`config.mk`:
```
export PLATFORM = sky130hd
export DESIGN_NAME = spare_logic_reader
export DESIGN_NICKNAME = d
export VERILOG_FILES = /design/src/rtl/spare_logic_pkg.sv /design/src/rtl/spare_shift_out.sv /design/src/rtl/spare_logic_reader.sv
export SDC_FILE = /design/constraint.sdc
export NUM_CORES = 1
export LEC_CHECK = 0
export BUFFER_PORTS_ARGS = -buffer_cell sky130_fd_sc_hd__clkbuf_2
export CAP_MARGIN = 20
export CORE_MARGIN = 3
export CORE_UTILIZATION = 50
export CTS_CLUSTER_SIZE = 40
export DETAILED_ROUTE_END_ITERATION = 6
export PLACE_DENSITY = 0.83
export SLEW_MARGIN = 10
export SYNTH_ARGS = -nofsm -noshare
export SYNTH_HDL_FRONTEND = slang
export SYNTH_SLANG_ARGS = --single-unit
```
`constraint.sdc`:
```
create_clock -name clk -period 2.5 [get_ports clk]
set_input_delay 0.5 -clock clk [delete_from_list [all_inputs] [get_ports clk]]
set_output_delay 0.5 -clock clk [all_outputs]
set_load 0.01 [all_outputs]
```
`src/rtl/spare_logic_pkg.sv`:
```
// spare_logic_pkg: snapshot layout, tie-off expectations and FSM states for the spare readback
package spare_logic_pkg;
  localparam int SPARE_W  = 42;
  localparam int XZ_LSB   = 0;
  localparam int XI_LSB   = 27;
  localparam int XIB_LSB  = 31;
  localparam int XNA_LSB  = 32;
  localparam int XNO_LSB  = 34;
  localparam int XMX_LSB  = 36;
  localparam int XFQ_LSB  = 38;
  localparam int XFQN_LSB = 40;
  localparam logic [SPARE_W-1:0] SPARE_EXPECTED = {4'b0, 2'b00, 2'b11, 2'b11, 1'b1, 4'hF, 27'b0};
  // Flop outputs have no defined tie-off, so they are excluded from the compare
  localparam logic [SPARE_W-1:0] SPARE_MASK = {4'b0, {38{1'b1}}};
  typedef enum logic [1:0] {IDLE, CAPTURE, SHIFT, DONE} state_t;
endpackage

```
`src/rtl/spare_shift_out.sv`:
```
// spare_shift_out: load-once snapshot streamed MSB first over valid/ready, with a last-bit flag
module spare_shift_out #(
  parameter int W = 42
) (
  input  logic         clk,
  input  logic         rst_n,
  input  logic         load,
  input  logic [W-1:0] din,
  input  logic         ready,
  output logic         data,
  output logic         valid,
  output logic         last
);
  localparam int IW = $clog2(W);
  logic [W-1:0]  snap_q, snap_d;
  logic [IW-1:0] idx_q, idx_d;
  logic          valid_q, valid_d, data_q, data_d, fire;
  assign fire = valid_q && ready;
  // The snapshot itself never shifts; the index walks down and the output bit is re-registered
  always_comb begin
    snap_d  = load ? din : snap_q;
    idx_d   = load ? IW'(W-1) : (fire && idx_q != '0) ? idx_q - 1'b1 : idx_q;
    valid_d = load ? 1'b1 : (fire && idx_q == '0) ? 1'b0 : valid_q;
    data_d  = load ? din[W-1] : (fire && idx_q != '0) ? snap_q[idx_q - 1'b1] : data_q;
  end
  always_ff @(posedge clk or negedge rst_n) begin
    if (!rst_n) begin
      snap_q  <= '0;
      idx_q   <= '0;
      valid_q <= 1'b0;
      data_q  <= 1'b0;
    end else begin
      snap_q  <= snap_d;
      idx_q   <= idx_d;
      valid_q <= valid_d;
      data_q  <= data_d;
    end
  end
  assign data  = data_q;
  assign valid = valid_q;
  assign last  = valid_q && idx_q == '0;
endmodule

```
`src/rtl/spare_logic_reader.sv`:
```
// spare_logic_reader: captures spare-cell outputs, checks tie-offs, streams the snapshot serially
module spare_logic_reader
  import spare_logic_pkg::*;
#(
  parameter bit CHECK_EN = 1'b1
) (
  input  logic        clk,
  input  logic        resetn,
  input  logic        start,
  input  logic [26:0] spare_xz,
  input  logic [3:0]  spare_xi,
  input  logic        spare_xib,
  input  logic [1:0]  spare_xna,
  input  logic [1:0]  spare_xno,
  input  logic [1:0]  spare_xmx,
  input  logic [1:0]  spare_xfq,
  input  logic [1:0]  spare_xfqn,
  output logic        ser_data,
  output logic        ser_valid,
  input  logic        ser_ready,
  output logic        busy,
  output logic        done,
  output logic        mismatch
);
  state_t             state_q, state_d;
  logic               mismatch_q, mismatch_d, busy_q, done_q, load, last;
  logic [SPARE_W-1:0] spare_in;
  always_comb begin
    spare_in                  = '0;
    spare_in[XZ_LSB   +: 27]  = spare_xz;
    spare_in[XI_LSB   +: 4]   = spare_xi;
    spare_in[XIB_LSB]         = spare_xib;
    spare_in[XNA_LSB  +: 2]   = spare_xna;
    spare_in[XNO_LSB  +: 2]   = spare_xno;
    spare_in[XMX_LSB  +: 2]   = spare_xmx;
    spare_in[XFQ_LSB  +: 2]   = spare_xfq;
    spare_in[XFQN_LSB +: 2]   = spare_xfqn;
  end
  always_comb begin
    state_d    = state_q;
    mismatch_d = mismatch_q;
    load       = 1'b0;
    case (state_q)
      IDLE: if (start) begin
        state_d    = CAPTURE;
        mismatch_d = 1'b0;
      end
      CAPTURE: begin
        state_d    = SHIFT;
        load       = 1'b1;
        mismatch_d = CHECK_EN && |((spare_in ^ SPARE_EXPECTED) & SPARE_MASK);
      end
      SHIFT: if (ser_valid && ser_ready && last) state_d = DONE;
      DONE: state_d = IDLE;
      default: state_d = IDLE;
    endcase
  end
  always_ff @(posedge clk or negedge resetn) begin
    if (!resetn) begin
      state_q    <= IDLE;
      mismatch_q <= 1'b0;
      busy_q     <= 1'b0;
      done_q     <= 1'b0;
    end else begin
      state_q    <= state_d;
      mismatch_q <= mismatch_d;
      busy_q     <= state_d != IDLE;
      done_q     <= state_d == DONE;
    end
  end
  spare_shift_out #(.W(SPARE_W)) u_shift (
    .clk   (clk),
    .rst_n (resetn),
    .load  (load),
    .din   (spare_in),
    .ready (ser_ready),
    .data  (ser_data),
    .valid (ser_valid),
    .last  (last)
  );
  assign busy     = busy_q;
  assign done     = done_q;
  assign mismatch = mismatch_q;
endmodule

```
==> results of run 1 <==
worst register-to-register path, cell delays in order (launching register included):
cell and delay [ns]:
dfrtp_1 0.43, inv_1 0.06, ha_1 0.51, mux4_2 0.37, and3_2 0.23, a211o_2 0.30
o2111ai_1 0.10, o2111ai_1 0.14
state kept, by name (all words and copies together) (netlist names):
signal,cells
u_shift.snap_q,42
u_shift.idx_q,6
state_q,2
busy,1
done,1
mismatch,1
u_shift.data,1
u_shift.valid,1
metrics by stage:
step	instances	hold WS, ns	total power, µW	setup WS (ns)	utilization [%]
floorplan	202	0.204	3090	0.106	-
global placement	316	0.484	3420	0.348	58.7
detailed placement	316	0.491	3520	0.275	58.7
global route	324	0.352	4240	0.0989	60.3
finish	324	0.300	3960	0.238	60.3
CTS	324	0.328	3990	0.263	60.3
kinds of logic after synthesis:
logic type,Yosys count
AOI/OAI and AO/OA,15
xor gates and xnor gates,9
adders and majority gates,4
buffers and inverters,15
DFF,55
muxes,57
and+or+nand+nor,47
per-layer routing:
layer / part of all wire (%) / up-vias / wire length, µm
met2: 50 / 46 / 2660
met4: 1.5 / 0 / 79
met5: 0 / - / 0
met1: 43 / 900 / 2280
met3: 5.4 / 7 / 285
li1: - / 852 / -
worst min path at each step:
stage                                          end  slack [ns]  depth (start not counted)
detailed placement  u_shift.snap_q[37]$_DFFE_PN0P_        0.49                          1
finish                              busy$_DFF_PN0_        0.30                          2
CTS                                 busy$_DFF_PN0_        0.33                          2
global route                        busy$_DFF_PN0_        0.35                          2
global placement    u_shift.snap_q[33]$_DFFE_PN0P_        0.48                          1
floorplan                           busy$_DFF_PN0_        0.20                          0
cell usage after synthesis (2+ instances only):
cell type and number:
a21oi_1 4, nor3_1 4, nor2_1 6, nand4_1 3, dfrtp_1 55, xnor2_1 4
clkbuf_1 7, nor4b_1 3, inv_1 4, nand2_1 9, mux2_2 45, xor2_1 5
mux4_2 10, ha_1 4, buf_2 2, mux2i_1 2, nor3b_1 2, nand2b_1 4
o2111ai_1 2, nor4_1 8
final cells by class:
| class | count | area share, % |
|---|---|---|
| sequential | 55 | 44.1 |
| multi-input combinational | 132 | 40.8 |
| timing repair buffer | 55 | 9.23 |
| tap | 70 | 2.81 |
| clock buffer | 7 | 2.45 |
| inverter | 4 | 0.481 |
| clock inverter | 1 | 0.160 |
power by group:
part	internal (µW)	switching, µW	leakage, µW
Sequential	1330	284	0.000641
Combinational	1100	771	0.000652
Clock	197	276	0.0000422
==> flow_summary.json, run 1 <==
{
  "portBuffers": 50,
  "reg2reg_slack_ns": 0.24,
  "fin_crit_sh_pct": 90.5,
  "synth-seq-cells": 55,
  "synthMuxAreaShare_pct": 27.6,
  "fin_tns_setup_ns": 0,
  "async_reset_ff_share_pct": 100,
  "fmax_ghz": 0.442,
  "drt-total-wl_um": 5310,
  "wire_per_inst_um": 16.4,
  "die_h_um": 79.8,
  "drtPass1Iterations": 4,
  "drcViolationCount": 0,
  "ctsResizeCount": 0,
  "synth-simple-area-share_pct": 10.3,
  "multi_input_area_um2": 1270,
  "cap_viol_max_count": 0,
  "met2_usage_pct": 30.4,
  "synth_top_family_by_area": "multiplexers",
  "tightest_slew_ns": 0.683,
  "syn_nets": 252,
  "place_congestion": 0.857,
  "finalSetupViolCount": 0,
  "clk-insertion-delay-late_ns": 0.31,
  "clkTransAtPathRegs_ns": 0.09,
  "grt_start_max_net_pins": 56,
  "drive_above_1_share_pct": 48.8,
  "min_period_ns": 2.26,
  "final_hold_viol_count": 0,
  "yosys.area.top_type_share_pct": 50.6,
  "syn2layout_area_growth_pct": 14.6,
  "crit_start": "u_shift.idx_q[1]$_DFFE_PN0P_",
  "synthAdderAreaFrac_pct": 1.84,
  "core_um2": 5170,
  "cp-endpoint": "u_shift.data$_DFFE_PN0P_",
  "cts_tree": "yes",
  "clock_sinks": 55,
  "critPathTopFamily": "compound AO/OA/AOI/OAI gates",
  "netlist_top_cells_area": "dfrtp_1 (51%), mux2_2 (19%), mux4_2 (8.3%), ha_1 (1.8%), nor4_1 (1.8%)",
  "grt_use_met3_pct": 4.06,
  "grt_antenna_before_repair": 0,
  "placed_area_um2": 3040,
  "hp-class": "in -> async",
  "required_ns": 2.68,
  "outcome": "completed",
  "synthXorXnorAreaFrac_pct": 2.90,
  "fillCellCount": 409,
  "drtIter0Drc": 81,
  "yosys_most_used_dff": "dfrtp_1",
  "cts_buffers": 5,
  "p_leak_uw": 0.00133,
  "r2r-end": "u_shift.data$_DFFE_PN0P_",
  "htreeDepth": 2,
  "yosysTopAreaCell": "dfrtp_1",
  "cp_cell_sequence": "inv_1 > ha_1 > mux4_2 > and3_2 > a211o_2 > o2111ai_1 > o2111ai_1",
  "synth_cell_types": 39,
  "vias": 1805,
  "report.final.slew_viol_count": 0,
  "grt_pass1_wl_um": 8950,
  "rsz0062_at_grt": "no",
  "cp.depth": 7,
  "yosysSeqAreaShare_pct": 50.6,
  "postCtsSetupBuffers": 0,
  "start_kind": "register",
  "synth.avg_cell_area_um2": 13.5,
  "synth_cells": 202,
  "clockRootBuffer": "clkbuf_8",
  "layout_common_cells": "dfrtp_1 (55), clkbuf_2 (50), mux2_2 (45), mux4_2 (10), nand2_1 (9)",
  "die_area_um2": 6360,
  "worst_slew_margin_rel_pct": 54.5,
  "clockBufferDepth": 2,
  "busiest_layer": "met2",
  "slowest_stage": "ha_1",
  "grt_util_all_layers_pct": 18.4,
  "die_w_um": 79.8,
  "r2r_start": "u_shift.idx_q[1]$_DFFE_PN0P_",
  "layout_commonest_cell": "dfrtp_1",
  "endpoint_kind": "register",
  "design_area_um2": 3120,
  "start_util_pct": 52.6,
  "seq_area_um2": 1380,
  "ios": 51,
  "vias_per_cell": 5.57,
  "cpPeakStageDelay_ns": 0.51,
  "path_buf_inv": 1,
  "cpMostUsedCell": "o2111ai_1",
  "syn_area_um2": 2720,
  "powerDensity_nw_per_um2": 1270,
  "postRouteAntennaNets": 0,
  "antenna_cells": 0,
  "peakVddDrop_uv": 668,
  "hpwl_um": 4040,
  "crit_arrival_ns": 2.45,
  "finalNetCount": 303,
  "cp_max_fo": 9,
  "grt_pass1_vias": 1857,
  "cts-hold-fix-buffers": 0,
  "overflow": 0,
  "synth_enable_flop_cells": 0,
  "yosysWarnings": 0,
  "r2r_cells": 7,
  "grt_util_met1_pct": 24.3,
  "synth_compound_area_share_pct": 4.00,
  "path_class": "reg -> reg",
  "skew_ns": 0.00364,
  "num_rows": 26
}
No activity file was read; power rests on OpenSTA's default activity.
==> run 2: changes to the inputs <==
--- a/config.mk
+++ b/config.mk
@@ -7,7 +7,6 @@
 export LEC_CHECK = 0
 export BUFFER_PORTS_ARGS = -buffer_cell sky130_fd_sc_hd__clkbuf_2
 export CAP_MARGIN = 20
-export CORE_MARGIN = 3
 export CORE_UTILIZATION = 50
 export CTS_CLUSTER_SIZE = 40
 export DETAILED_ROUTE_END_ITERATION = 6
==> constraint.sdc (replaced) <==
create_clock -name clk -period 2.5 [get_ports clk]
set_input_delay 0.5 -clock clk [delete_from_list [all_inputs] [get_ports clk]]
set_output_delay 0.5 -clock clk [all_outputs]
set_load 0.02 [all_outputs]
==> run 2 against run 1 <==
Compared with the run above: first-iteration DRC count fell by 2.5%; via count rose by 0.39%; fmax fell by 0.10%; register-to-register slack barely moved; largest cell class unchanged; highest routed layer unchanged.
==> flow_summary.json, run 2 (synthesis gave the netlist of run 1 again) <==
{
  "outcome": "completed",
  "drt-total-wl_um": 5450,
  "wire_per_inst_um": 16.9,
  "place_congestion": 0.811,
  "postCtsSetupBuffers": 0,
  "report.final.slew_viol_count": 0,
  "critPathTopFamily": "simple AND/OR/NAND/NOR gates",
  "die_area_um2": 5740,
  "fin_tns_setup_ns": 0,
  "core_um2": 5170,
  "vias": 1812,
  "clkTransAtPathRegs_ns": 0.09,
  "postRouteAntennaNets": 0,
  "portBuffers": 50,
  "finalSetupViolCount": 0,
  "path_buf_inv": 1,
  "cap_viol_max_count": 0,
  "hp-class": "in -> async",
  "pre_cts_slack_ns": 0.282,
  "die_h_um": 75.8,
  "drive_above_1_share_pct": 49.0,
  "slowest_stage": "or3b_2",
  "cp_cell_sequence": "inv_1 > ha_1 > or3b_2 > xnor2_1 > nor3_1 > or4b_1 > o2111ai_1",
  "cts_buffers": 5,
  "p_leak_uw": 0.00135,
  "cts-hold-fix-buffers": 0,
  "worst_slew_margin_rel_pct": 59.2,
  "fmax_ghz": 0.442,
  "finalNetCount": 303,
  "min_period_ns": 2.26,
  "rsz0062_at_grt": "no",
  "largest_register_ffs": 42,
  "largest-register": "u_shift.snap_q",
  "grt_pass1_wl_um": 9010,
  "cts_tree": "yes",
  "vias_per_cell": 5.61,
  "htreeDepth": 2,
  "endpoint_kind": "register",
  "grt_antenna_before_repair": 0,
  "grt_util_all_layers_pct": 21.5,
  "path_class": "reg -> reg",
  "overflow": 0,
  "grt_pass1_vias": 1845,
  "cpPeakStageDelay_ns": 0.51,
  "required_ns": 2.71,
  "clock_sinks": 55,
  "start_util_pct": 52.6,
  "drcViolationCount": 0,
  "hpwl_um": 4120,
  "clockRootBuffer": "clkbuf_8",
  "cp_max_fo": 5,
  "skew_ns": 0.00865,
  "r2r_cells": 7,
  "drtIter0Drc": 79,
  "clockBufferDepth": 2,
  "ios": 51,
  "layout_commonest_cell": "dfrtp_1",
  "die_w_um": 75.8,
  "syn2layout_area_growth_pct": 15.9,
  "layout_common_cells": "dfrtp_1 (55), clkbuf_2 (50), mux2_2 (45), mux4_2 (10), nand2_1 (9)",
  "tightest_slew_ns": 0.612,
  "clk-insertion-delay-late_ns": 0.30,
  "final.setup.worst_slack_ns": 0.235,
  "crit_arrival_ns": 2.48,
  "powerDensity_nw_per_um2": 1300,
  "grt_start_max_net_pins": 34,
  "start_kind": "register",
  "final_hold_viol_count": 0,
  "drtPass1Iterations": 4,
  "peakVddDrop_uv": 787,
  "ctsResizeCount": 0,
  "fin_crit_sh_pct": 90.6,
  "num_rows": 26,
  "reg.largest.list": "u_shift.snap_q: 42 flops, u_shift.idx_q: 6 flops, state_q: 2 flops",
  "antenna_cells": 0,
  "cp.depth": 7
}
-- run 2: changes by cell type in the layout (fill, tap and decap cells not counted), sizes merged --
cell    delta
clkbuf     -1
clkinv     -1
bufinv     +1
-- run 2: final timing paths --
kind | to | start | slack (ns)
max in group asynchronous | u_shift.snap_q[24]$_DFFE_PN0P_ | resetn | 1.73
min in group clk | u_shift.snap_q[39]$_DFFE_PN0P_ | spare_xfq[1] | 0.43
worst max-delay path | u_shift.data$_DFFE_PN0P_ | u_shift.idx_q[1]$_DFFE_PN0P_ | 0.24
worst max register to register | u_shift.data$_DFFE_PN0P_ | u_shift.idx_q[1]$_DFFE_PN0P_ | 0.24
worst min register to register | u_shift.valid$_DFFE_PN0P_ | u_shift.valid$_DFFE_PN0P_ | 0.51
worst min-delay path | u_shift.idx_q[4]$_DFFE_PN0P_ | resetn | 0.19
-- run 2: layout make-up --
class / instances / area, µm²
Timing Repair Buffer: 55 / 300
Fill cell: 408 / 2020
Sequential cell: 55 / 1380
Tap cell: 70 / 87.6
Clock inverter: 1 / 30.0
Clock buffer: 6 / 72.6
Inverter: 4 / 15.0
Multi-Input combinational cell: 132 / 1270
-- run 2: where the power goes --
| group | internal (µW) | total [µW] | leakage, µW | switching [µW] |
|---|---|---|---|---|
| Combinational | 1100 | 1910 | 0.000656 | 806 |
| Sequential | 1330 | 1620 | 0.000641 | 286 |
| Clock | 294 | 561 | 0.0000513 | 267 |
-- run 2: per-layer routing --
layer / wire length, µm / vias up / GRT usage, %
met2: 2790 / 48 / 36.5
met3: 246 / 6 / 4.23
li1: - / 844 / -
met5: 0 / - / 0
met4: 41 / 0 / 5.56
met1: 2370 / 914 / 28.5
-- run 2: through the flow --
| stage | instance area [µm²] | util (%) | power (µW) | instances | hold slack, ns |
|---|---|---|---|---|---|
| finish | 3150 | 61.0 | 4090 | 323 | 0.195 |
| floorplan | 2720 | - | 3110 | 202 | 0.204 |
| global route | 3150 | 61.0 | 4340 | 323 | 0.236 |
| CTS | 3150 | 61.0 | 4110 | 323 | 0.204 |
| detailed placement | 3050 | 59.0 | 3540 | 316 | 0.495 |
| global placement | 3050 | 59.0 | 3450 | 316 | 0.484 |
-- run 2: worst register-to-register path, stage by stage (launching register included) --
cell	delay (ns)
dfrtp_1	0.44
inv_1	0.07
ha_1	0.25
or3b_2	0.51
xnor2_1	0.16
nor3_1	0.21
or4b_1	0.46
o2111ai_1	0.09
==> run 3: changes to the inputs <==
--- a/config.mk
+++ b/config.mk
@@ -6,11 +6,11 @@
 export NUM_CORES = 1
 export LEC_CHECK = 0
 export BUFFER_PORTS_ARGS = -buffer_cell sky130_fd_sc_hd__clkbuf_2
-export CAP_MARGIN = 20
 export CORE_UTILIZATION = 50
 export CTS_CLUSTER_SIZE = 40
 export DETAILED_ROUTE_END_ITERATION = 6
 export PLACE_DENSITY = 0.83
+export RECOVER_POWER = 100
 export SLEW_MARGIN = 10
 export SYNTH_ARGS = -nofsm -noshare
 export SYNTH_HDL_FRONTEND = slang
==> run 3 against run 2 <==
Compared with the run above: sequential share of layout area is 0.40 points higher; worst hold slack gained 0.23 ns; register-to-register slack about the same; sequential cell count stayed put; combinational power barely moved; critical endpoint unchanged.
==> flow_summary.json, run 3 (synthesis gave the netlist of run 1 again) <==
{
  "r2r_cells": 7,
  "r2r_start": "u_shift.idx_q[1]$_DFFE_PN0P_",
  "grt_util_met1_pct": 28.5,
  "wire_per_inst_um": 16.8,
  "required_ns": 2.71,
  "clock_sinks": 55,
  "worst_slew_margin_rel_pct": 17.7,
  "endpoint_kind": "register",
  "antenna_cells": 0,
  "core_um2": 5170,
  "outcome": "completed",
  "num_rows": 26,
  "place_congestion": 0.811,
  "clockBufferDepth": 2,
  "overflow": 0,
  "cts_buffers": 5,
  "die_h_um": 75.8,
  "start_util_pct": 52.6,
  "skew_ns": 0.00867,
  "placed_area_um2": 3050,
  "die_area_um2": 5740,
  "switchingPower_uw": 1360,
  "ctsResizeCount": 0,
  "powerDensity_nw_per_um2": 1300,
  "p_leak_uw": 0.00132,
  "hpwl_um": 4120,
  "report.final.slew_viol_count": 0,
  "postCtsSetupBuffers": 0,
  "fmax_ghz": 0.442,
  "crit_start": "u_shift.idx_q[1]$_DFFE_PN0P_",
  "path_class": "reg -> reg",
  "largest-register": "u_shift.snap_q",
  "fin_crit_sh_pct": 90.6,
  "fin_tns_setup_ns": 0,
  "finalSetupViolCount": 0,
  "postRouteAntennaNets": 0,
  "p_int_uw": 2710,
  "busiest_layer": "met2",
  "vias": 1803,
  "comb_power_share_pct": 46.4,
  "design_area_um2": 3120,
  "drt-total-wl_um": 5430,
  "portBuffers": 50,
  "vias_per_cell": 5.58,
  "drtIter0Drc": 87,
  "syn2layout_area_growth_pct": 14.8,
  "cap_viol_max_count": 0,
  "layout_commonest_cell": "dfrtp_1",
  "largest_register_ffs": 42,
  "start_kind": "register",
  "met2_usage_pct": 36.5,
  "drive_above_1_share_pct": 46.2,
  "grt_antenna_before_repair": 0,
  "seq_power_share_pct": 39.8,
  "cts-hold-fix-buffers": 0,
  "crit_arrival_ns": 2.48,
  "die_w_um": 75.8,
  "grt_start_max_net_pins": 34,
  "peakVddDrop_uv": 775,
  "final_hold_viol_count": 0,
  "tightest_slew_ns": 1.23,
  "htreeDepth": 2,
  "clockRootBuffer": "clkbuf_8",
  "finalNetCount": 303,
  "clk-insertion-delay-late_ns": 0.30,
  "min_period_ns": 2.26,
  "rsz0062_at_grt": "no",
  "grt_pass1_vias": 1845,
  "drcViolationCount": 0,
  "layout_common_cells": "dfrtp_1 (55), clkbuf_2 (46), mux2_2 (45), mux4_2 (10), nand2_1 (9)",
  "cp_max_fo": 5,
  "reg.largest.list": "u_shift.snap_q: 42 flops, u_shift.idx_q: 6 flops, state_q: 2 flops",
  "grt_pass1_wl_um": 9010,
  "drtPass1Iterations": 4,
  "cts_tree": "yes",
  "grt_use_met3_pct": 4.23,
  "clkTransAtPathRegs_ns": 0.09,
  "pwr-share-clk_pct": 13.8,
  "ios": 51,
  "grt_util_all_layers_pct": 21.5,
  "hp-class": "in -> async",
  "switching_share_pct": 33.4
}
==> run 3: worst max-delay path, stage by stage (launching register included) <==
cell and delay, ns:
dfrtp_1 0.44, inv_1 0.07, ha_1 0.25, or3b_2 0.51, xnor2_1 0.16, nor3_1 0.21
or4b_1 0.46, o2111ai_1 0.09
==> run 3: per-layer routing <==
metal	share of wire [%]	wire length (µm)
met3	4.2	226
met4	0.76	41
met5	0	0
met1	44	2370
met2	51	2790
==> run 3: worst paths after layout <==
check	to	slack, ns
max	u_shift.data$_DFFE_PN0P_	0.24
min	u_shift.idx_q[4]$_DFFE_PN0P_	0.43
max reg2reg	u_shift.data$_DFFE_PN0P_	0.24
min reg2reg	u_shift.valid$_DFFE_PN0P_	0.51
max in group asynchronous	u_shift.snap_q[24]$_DFFE_PN0P_	0.65
min in group clk	u_shift.snap_q[39]$_DFFE_PN0P_	0.43
==> run 3: area by class of cell <==
type	count	area [µm²]
tap	70	87.6
inverter	4	15.0
sequential	55	1380
timing repair buffer	55	272
clock buffer	6	72.6
fill	411	2050
clock inverter	1	30.0
multi-input combinational	132	1270
==> run 3: power groups by stage <==
stage | combinational, µW | clock, µW | sequential, µW
floorplan | 1570 | 0 | 1540
global placement | 1840 | 0 | 1610
detailed placement | 1900 | 0 | 1630
CTS | 1920 | 576 | 1620
global route | 2050 | 599 | 1670
finish | 1890 | 561 | 1620
==> run 3: through the flow <==
stage | util [%] | cells | hold slack (ns) | worst slack [ns] | total power (µW)
after floorplan | - | 202 | 0.204 | 0.106 | 3110
after global placement | 59.0 | 316 | 0.484 | 0.342 | 3450
after detailed placement | 59.0 | 316 | 0.495 | 0.282 | 3540
after CTS | 61.0 | 323 | 0.204 | 0.246 | 4110
after global routing | 60.4 | 323 | 0.415 | 0.136 | 4320
final | 60.4 | 323 | 0.425 | 0.236 | 4070
